--- src/rtl/ppu_sparse_compressor.sv ---
// Post-processing stage ahead of the activation RAM: shift, saturate, optional ReLU,
// then zero-run compression of each dense beat into (value, run) slots packed from slot 0.
module ppu_sparse_compressor #(
    parameter int NUM_LANES      = 4,
    parameter int ACC_W          = 24,
    parameter int SHIFT          = 8,
    parameter int MAX_COMPRESSED = 64,
    parameter int RELU_EN        = 1,
    localparam int CNT_W         = $clog2(MAX_COMPRESSED + 1)
) (
    input  logic                       clk,
    input  logic                       rst,
    input  logic                       start,
    input  logic                       acc_valid,
    input  logic                       acc_last,
    input  logic [NUM_LANES*ACC_W-1:0] acc_data,
    output logic [NUM_LANES-1:0]       out_valid,
    output logic [NUM_LANES*16-1:0]    out_data,
    output logic [NUM_LANES*4-1:0]     out_indices,
    output logic                       busy,
    output logic                       done,
    output logic [CNT_W-1:0]           entry_count,
    output logic                       overflow
);

    typedef enum logic [1:0] {IDLE, RUN, FLUSH, DONE} state_t;

    localparam logic signed [ACC_W-1:0] SAT_MAX = ACC_W'(32767);
    localparam logic signed [ACC_W-1:0] SAT_MIN = -ACC_W'(32768);

    state_t                      state_q;
    logic                        busy_q, done_q, ovf_q, s1_valid_q;
    logic [CNT_W-1:0]            cnt_q;
    logic [3:0]                  run_q;
    logic signed [15:0]          s1_data_q [NUM_LANES];
    logic signed [15:0]          s1_lane_d [NUM_LANES];
    logic [NUM_LANES-1:0]        out_valid_q;
    logic [NUM_LANES*16-1:0]     out_data_q;
    logic [NUM_LANES*4-1:0]      out_idx_q;

    logic                        accept_beat;
    logic [NUM_LANES-1:0]        valid_d;
    logic [NUM_LANES*16-1:0]     data_d;
    logic [NUM_LANES*4-1:0]      idx_d;
    logic [CNT_W-1:0]            cnt_d;
    logic [3:0]                  run_d;
    logic                        ovf_d;

    assign accept_beat = (state_q == RUN) && acc_valid;

    generate
        for (genvar gi = 0; gi < NUM_LANES; gi++) begin : g_lane
            logic signed [ACC_W-1:0] lane_raw;
            logic signed [ACC_W-1:0] shifted;
            logic signed [15:0]      sat;
            assign lane_raw = acc_data[gi*ACC_W +: ACC_W];
            assign shifted  = lane_raw >>> SHIFT;
            assign sat = (shifted > SAT_MAX) ? 16'sh7FFF :
                         (shifted < SAT_MIN) ? 16'sh8000 : shifted[15:0];
            assign s1_lane_d[gi] = ((RELU_EN != 0) && sat[15]) ? 16'sd0 : sat;
        end
    endgenerate

    // Run length carries across lanes and beats; placeholders count against capacity.
    always_comb begin
        int   m;
        logic emit;
        logic [3:0] emit_idx;
        valid_d  = '0;
        data_d   = '0;
        idx_d    = '0;
        cnt_d    = cnt_q;
        run_d    = run_q;
        ovf_d    = ovf_q;
        m        = 0;
        emit     = 1'b0;
        emit_idx = 4'd0;
        for (int i = 0; i < NUM_LANES; i++) begin
            emit     = 1'b0;
            emit_idx = run_d;
            if (s1_data_q[i] != 16'sd0) begin
                emit  = 1'b1;
                run_d = 4'd0;
            end else if (run_d == 4'd15) begin
                emit  = 1'b1;
                run_d = 4'd0;
            end else begin
                run_d = run_d + 4'd1;
            end
            if (emit) begin
                if (cnt_d < CNT_W'(MAX_COMPRESSED)) begin
                    valid_d[m]          = 1'b1;
                    data_d[m*16 +: 16]  = s1_data_q[i];
                    idx_d[m*4 +: 4]     = emit_idx;
                    m                   = m + 1;
                    cnt_d               = cnt_d + 1'b1;
                end else begin
                    ovf_d = 1'b1;
                end
            end
        end
    end

    always_ff @(posedge clk) begin
        if (rst) begin
            for (int i = 0; i < NUM_LANES; i++) s1_data_q[i] <= '0;
        end else begin
            for (int i = 0; i < NUM_LANES; i++) s1_data_q[i] <= accept_beat ? s1_lane_d[i] : 16'sd0;
        end
    end

    always_ff @(posedge clk) begin
        if (rst) begin
            state_q     <= IDLE;
            busy_q      <= 1'b0;
            done_q      <= 1'b0;
            ovf_q       <= 1'b0;
            cnt_q       <= '0;
            run_q       <= '0;
            s1_valid_q  <= 1'b0;
            out_valid_q <= '0;
            out_data_q  <= '0;
            out_idx_q   <= '0;
        end else begin
            s1_valid_q  <= accept_beat;
            out_valid_q <= s1_valid_q ? valid_d : '0;
            out_data_q  <= s1_valid_q ? data_d  : '0;
            out_idx_q   <= s1_valid_q ? idx_d   : '0;
            if (s1_valid_q) begin
                cnt_q <= cnt_d;
                run_q <= run_d;
                ovf_q <= ovf_d;
            end
            case (state_q)
                IDLE: begin
                    if (start) begin
                        state_q <= RUN;
                        busy_q  <= 1'b1;
                        cnt_q   <= '0;
                        ovf_q   <= 1'b0;
                        run_q   <= '0;
                    end
                end
                RUN: begin
                    if (acc_valid && acc_last) state_q <= FLUSH;
                end
                FLUSH: begin
                    // Last beat is in stage 2 once stage 1 drains; done follows its output cycle.
                    if (!s1_valid_q) begin
                        state_q <= DONE;
                        done_q  <= 1'b1;
                    end
                end
                DONE: begin
                    state_q <= IDLE;
                    done_q  <= 1'b0;
                    busy_q  <= 1'b0;
                    run_q   <= '0;
                end
                default: state_q <= IDLE;
            endcase
        end
    end

    assign out_valid   = out_valid_q;
    assign out_data    = out_data_q;
    assign out_indices = out_idx_q;
    assign busy        = busy_q;
    assign done        = done_q;
    assign entry_count = cnt_q;
    assign overflow    = ovf_q;

endmodule

--- config.mk ---
export PLATFORM = sky130hd
export DESIGN_NAME = ppu_sparse_compressor
export DESIGN_NICKNAME = d
export VERILOG_FILES = /design/src/rtl/ppu_sparse_compressor.sv
export SDC_FILE = /design/constraint.sdc
export NUM_CORES = 1
export LEC_CHECK = 0
export CAP_MARGIN = 30
export CORE_UTILIZATION = 30
export CTS_BUF_LIST = sky130_fd_sc_hd__clkbuf_2 sky130_fd_sc_hd__clkbuf_4 sky130_fd_sc_hd__clkbuf_8
export DETAILED_ROUTE_END_ITERATION = 10
export RECOVER_POWER = 25
export SETUP_SLACK_MARGIN = 0.05
export SLEW_MARGIN = 20
export SYNTH_ARGS = -nofsm -noshare
export SYNTH_HDL_FRONTEND = slang
export SYNTH_SLANG_ARGS = --single-unit
--- constraint.sdc ---
create_clock -name clk -period 5.4 [get_ports clk]
set_clock_uncertainty 0.05 [all_clocks]
set_input_delay 0.54 -clock clk [delete_from_list [all_inputs] [get_ports clk]]
set_output_delay 0.54 -clock clk [all_outputs]
set_load 0.03 [all_outputs]
# Word level (Yosys, flattened, before mapping)
# Memories as Yosys holds them, arrays and structs flattened.
# Cells that the tools add are included.
# op_classes
order_cmp,18
n_addsub,16
n_shift,12
n_bitwise,8
mux,114
n_eq_ne,10
n_reduce_logical,16
# op_table
cell,count
$mux W64,6
$mux W16,16
$neg A32 Y33,6
$bwmux W64,3
$shift A16 B33 Y64 const A,3
$shiftx A16 B33 Y64,3
$mux W15,12
$mux W32,4
$shift A4 B33 Y16 const A,3
$shiftx A4 B33 Y16,3
$ge A32 B1 Y1 const B,3
$lt A32 B4 Y1 const B,3
$mux W7,11
$mux W4,18
$add A32 B2 Y32 const B,2
$gt A16 B16 Y1 const B,4
$lt A16 B16 Y1 const B,4
$reduce_bool A16 Y1,4
$bwmux W16,3
$mux W1,31
$add A7 B1 Y7 const B,4
$lt A7 B7 Y1 const B,4
$add A4 B1 Y4 const B,4
$eq A4 B4 Y1 const B,4
19 further kinds,36
# totals
register_bits,101
elab_cells,205
inputBits,101
out_inout_bits,94
ram_bits,60
memories,1
# mem_list
memory,depth,word_bits,read_ports,rd_ports_with_merged_regs,wr,line_no,source
s1_data_q,4,15,4,0,4,35,logic signed [15:0] s1_data_q [NUM_LANES];

# Longest topological paths before layout
# Gate-level depths: netlist (run 1).
# logic_depth
ltp_word,17
ltp_mapped,27
depth_no_buf,22

# Least setup slack after synthesis (run 1)
# No wires, ideal clock.
# synth_timing
kind,register to register
from,memory s1_data_q[0][0] in the netlist's numbering
to,register out_data_q[39] (netlist: out_data[39])
arrival_time_ps,4883
n_path_buf,4
synth_period_minus_slack_ps,4992
required_ps,5290
setup_time_ps,60
stages_incl_launch_ff,26
path_slack_ps,408
cell_sequence,dfxtp_1 nor4_4 and4_1 clkbuf_1 nand2_1 nor2_1 ha_1 clkbuf_1 nor3b_1 a2bb2oi_1 or2_2 nand2_1 a21oi_1 ha_1 nand3_1 o21ai_2 and2_1 buf_2 nand2_1 nand2_1 ha_1 ha_1 and4b_1 nor3b_4 buf_6 a22o_1
# synth_rtl
item,line_no,source
start: declaration,35,
end signal: assignment,127,out_data_q <= s1_valid_q ? data_d : '0;
end: declaration,38,logic [NUM_LANES*16-1:0] out_data_q;

==> results of run 1 <==
==> cells in the mapped netlist (17+ instances only) <==
library cell	n	share of area, %
sky130_fd_sc_hd__nand3_1	23	1.6
sky130_fd_sc_hd__ha_1	24	4.2
sky130_fd_sc_hd__clkbuf_1	34	1.8
sky130_fd_sc_hd__a21oi_1	19	1.3
sky130_fd_sc_hd__o21ai_0	17	1.2
sky130_fd_sc_hd__nor2_1	111	5.8
sky130_fd_sc_hd__nand2_1	43	2.3
sky130_fd_sc_hd__a22o_1	17	2.1
sky130_fd_sc_hd__a22oi_1	49	5.1
sky130_fd_sc_hd__dfxtp_1	157	44
sky130_fd_sc_hd__a211oi_1	38	4.0
sky130_fd_sc_hd__a31oi_1	22	1.9
sky130_fd_sc_hd__and2_1	67	5.8
==> tightest hold or removal path: stages, from the launching register on <==
cell                      delay, ns
sky130_fd_sc_hd__dfxtp_1       0.35
sky130_fd_sc_hd__a21oi_1       0.06
sky130_fd_sc_hd__nor2_1        0.07
==> how the worst min path moves through the flow <==
stage	from	to	slack, ns	depth (start not counted)
6_report	busy	busy	0.47	2
5_1_grt	busy	busy	0.51	2
4_1_cts	busy	busy	0.47	2
3_5_place_dp	busy	busy	0.44	2
3_3_place_gp	busy	busy	0.45	2
2_1_floorplan	run_q[1]	run_q[1]	0.44	2
==> cell type report <==
| type | count | area, sq um |
|---|---|---|
| clock buffer | 17 | 234.0 |
| timing repair buffer | 204 | 1998 |
| tap | 319 | 399.1 |
| clock inverter | 15 | 187.7 |
| fill | 2348 | 13710 |
| multi-input combinational | 579 | 3745 |
| inverter | 16 | 60.06 |
| sequential | 157 | 3143 |
==> report_power, final <==
part / leakage [nW] / internal, mW / switching, mW
Sequential: 1.27 / 1.19 / 0.0513
Combinational: 2.28 / 0.541 / 0.810
Clock: 0.207 / 0.359 / 0.533
Total: 3.75 / 2.09 / 1.39
==> flip-flops by register name (all words and copies together), names as in the netlist <==
register     flops
out_data        60
s1_data_q       60
out_indices     16
entry_count      7
out_valid        4
run_q            4
state_q          2
busy             1
done             1
overflow         1
s1_valid_q       1
==> cells by family after synthesis <==
family	Yosys count
multiplexers	5
AND/OR/NAND/NOR	323
flip-flops	157
adder cells (fa/ha/maj)	24
AO/OA/AOI/OAI	202
other	1
buffers and inverters	69
XOR/XNOR	21
==> per-stage QoR <==
stage / area, sq um / setup slack (ns) / std cells / utilization (%)
6_report: 9767 / 0.4312 / 1307 / 41.61
5_1_grt: 9767 / 0.06211 / 1307 / 41.61
4_1_cts: 9763 / 0.4426 / 1306 / 41.59
3_5_place_dp: 9341 / 0.4700 / 1274 / 39.80
3_3_place_gp: 9341 / 0.5941 / 1274 / 39.80
2_1_floorplan: 7181 / 0.4077 / 805 / -
==> per-layer routing <==
metal | wire (microns) | GRT usage [%] | vias up
li1 | - | - | 3228
met1 | 10990 | 26.78 | 2985
met2 | 9162 | 25.53 | 235
met3 | 1446 | 3.988 | 13
met4 | 187 | 4.435 | 0
met5 | 0 | 0 | -
==> PnR_summary.wiki, run 1 <==
{| class="wikitable"
! Metric !! Value
|-
| Logic depth of the worst setup path including buffers || 23
|-
| Maximum number of pins on one net before global-route repair || 36
|-
| Capture point of the worst reg-to-reg path || out_data[1]
|-
| Number of instances in the synthesized netlist || 802
|-
| Worst-case reg-to-reg path depth || 23
|-
| Critical path endpoint || out_data[1]
|-
| Headroom to the max-slew limit || 39.86%
|-
| Number of enable-type register cells in the synthesized netlist || 0
|-
| Number of pins exceeding their max-slew limit in the final report || 0
|-
| Hold buffer count at CTS || 0
|-
| Largest driver fanout on the critical path || 20
|-
| Async SR Flop Fraction || 0%
|-
| Inserted Diodes || 0
|-
| Number of antenna-violating nets in the routed design || 0
|-
| Post-synthesis average cell area || 8.939 sq um
|-
| Worst path top cell family by delay || simple AND/OR/NAND/NOR gates
|-
| Largest family of logic cells by synthesized area || simple AND/OR/NAND/NOR gates
|-
| Beginning of the worst register-to-register path || s1_data_q[0][6]
|-
| Static power due to leakage || 3.751 nW
|-
| Endpoint type of the worst setup path || flop
|-
| Average vias per placed instance || 4.943
|-
| Clock tree from TritonCTS || yes
|-
| Clock-pin slew reported for the worst setup and hold paths after clock tree synthesis || 0.10 ns
|-
| Total negative slack for setup checks || 0 ns
|-
| Number of gates resized after cts || 0
|-
| Required arrival time at the worst endpoint || 5.70 ns
|-
| CTS Buf Count || 17
|-
| Antenna violations before repair || 0
|-
| Most frequent cells in the layout || sky130_fd_sc_hd__dfxtp_1 (157), sky130_fd_sc_hd__clkdlybuf4s50_1 (116), sky130_fd_sc_hd__nor2_1 (110)
|-
| Worst VDD drop || 0.1969 mV
|-
| Most numerous cell on the critical path || sky130_fd_sc_hd__ha_1
|-
| Total iterations of the first detailed-routing run || 5
|-
| Startpoint of the worst setup timing path || s1_data_q[0][6]
|-
| Final Hold Violating Endpoints || 0
|-
| Overall die width || 156.6 microns
|-
| Total of flip-flops plus latches after synthesis || 157
|-
| Ordered cell list for the critical path || nor4_2 -> and4_1 -> nand2_1 -> nor2_1 -> ha_1 -> nor3b_1 -> a2bb2oi_1 -> or2_2 -> nand2_1 -> a21oi_1 -> ha_1 -> nand3_1 -> o21ai_2 -> and2_1 -> nor2_1 -> a21oi_1 -> ha_1 -> ha_1 -> nor3b_1 -> nand3_1 -> buf_12 -> buf_12 -> a211oi_1
|-
| Power per unit of standard cell area || 357.0 mW/mm^2
|-
| Max Cap Violations || 0
|-
| Post-Synth XOR/XNOR Area || 2.565%
|-
| # clock sinks || 157
|-
| Netlist area before placement || 0.007169 sq mm
|-
| Arr. time, crit path || 5.27 ns
|-
| Die height || 156.6 microns
|-
| Arithmetic-cell share of the synthesized area counting full adders, half adders and majority gates || 4.188%
|-
| Area of the placeable core || 0.02347 sq mm
|-
| Dominant synthesized flop cell || sky130_fd_sc_hd__dfxtp_1
|-
| Result of the run || completed
|-
| DRC violations left || 0
|-
| Number of levels in the clock H-tree || 4
|-
| Total GRT Usage || 17.90%
|-
| Number of distinct library cells after synthesis || 71
|-
| Total length of routed wires || 21.79 mm
|-
| Final Critical Period || 4.969 ns
|-
| Fraction of synthesized area in multiplexers || 0.7330%
|-
| Synth-to-layout area growth || 36.23%
|-
| Setup repair after global routing missed its margin || false
|-
| Wire length per cell after detailed routing || 16.67 microns
|-
| Clock Latency Late Sink || 0.46 ns
|-
| Sequential fraction of the synthesis area || 43.84%
|-
| Final net count || 1100
|-
| Detailed Place HPWL || 16.89 mm
|-
| Largest stage delay on the critical path || 0.41 ns
|-
| IO Port Bufs || 158
|-
| Drt initial violations || 570
|-
| Setup Buffers After CTS || 0
|-
| Simple-Gate Fraction of Synth Area || 23.63%
|-
| Initial Utilization || 30.54%
|-
| Via total after detailed routing || 6461
|-
| FP Rows || 56
|-
| Number of buffer and inverter instances along the worst setup path || 2
|-
| Share of layout cells above drive strength 1 || 10.43%
|-
| Worst hold-check path type || flop to flop
|-
| Placer's final routability congestion estimate || 0.8643
|-
| Slowest stage cell on the critical path || sky130_fd_sc_hd__nor4_2
|-
| Startpoint types || flop
|-
| Final period util || 92.01%
|-
| Power, Total || 3.487 mW
|-
| Setup CP Type || flop to flop
|-
| Wire length of the first global-routing pass || 33.49 mm
|-
| Count of pins on the block boundary || 195
|-
| Post-route worst hold slack || 0.4663 ns
|-
| Reg2reg setup slack || 0.43 ns
|-
| Clk Tree Root Cell || sky130_fd_sc_hd__clkbuf_8
|-
| Number of failing setup endpoints in the final timing report || 0
|-
| Number of global-route vias before repair || 5898
|-
| Leading cell type in the layout, fill and taps excluded || sky130_fd_sc_hd__dfxtp_1
|-
| Die area || 0.02452 sq mm
|-
| Transition time at the pin with the least slew margin || 0.8987 ns
|-
| Buffers from clock root to sink, at most || 2
|-
| Number of warnings printed during yosys synthesis || 0
|-
| Overflow left after global routing || 0
|-
| Timing-limited maximum frequency || 201.3 MHz
|-
| Synthesized-area fraction occupied by ao, oa, aoi and oai cells || 20.84%
|}
(Power assumes the default switching activity.)
==> run 2, diff against run 1 <==
- SETUP_SLACK_MARGIN: 0.05 -> default
==> results of run 2 <==
The final DEF is identical to that of run 1; final timing and power are the same.
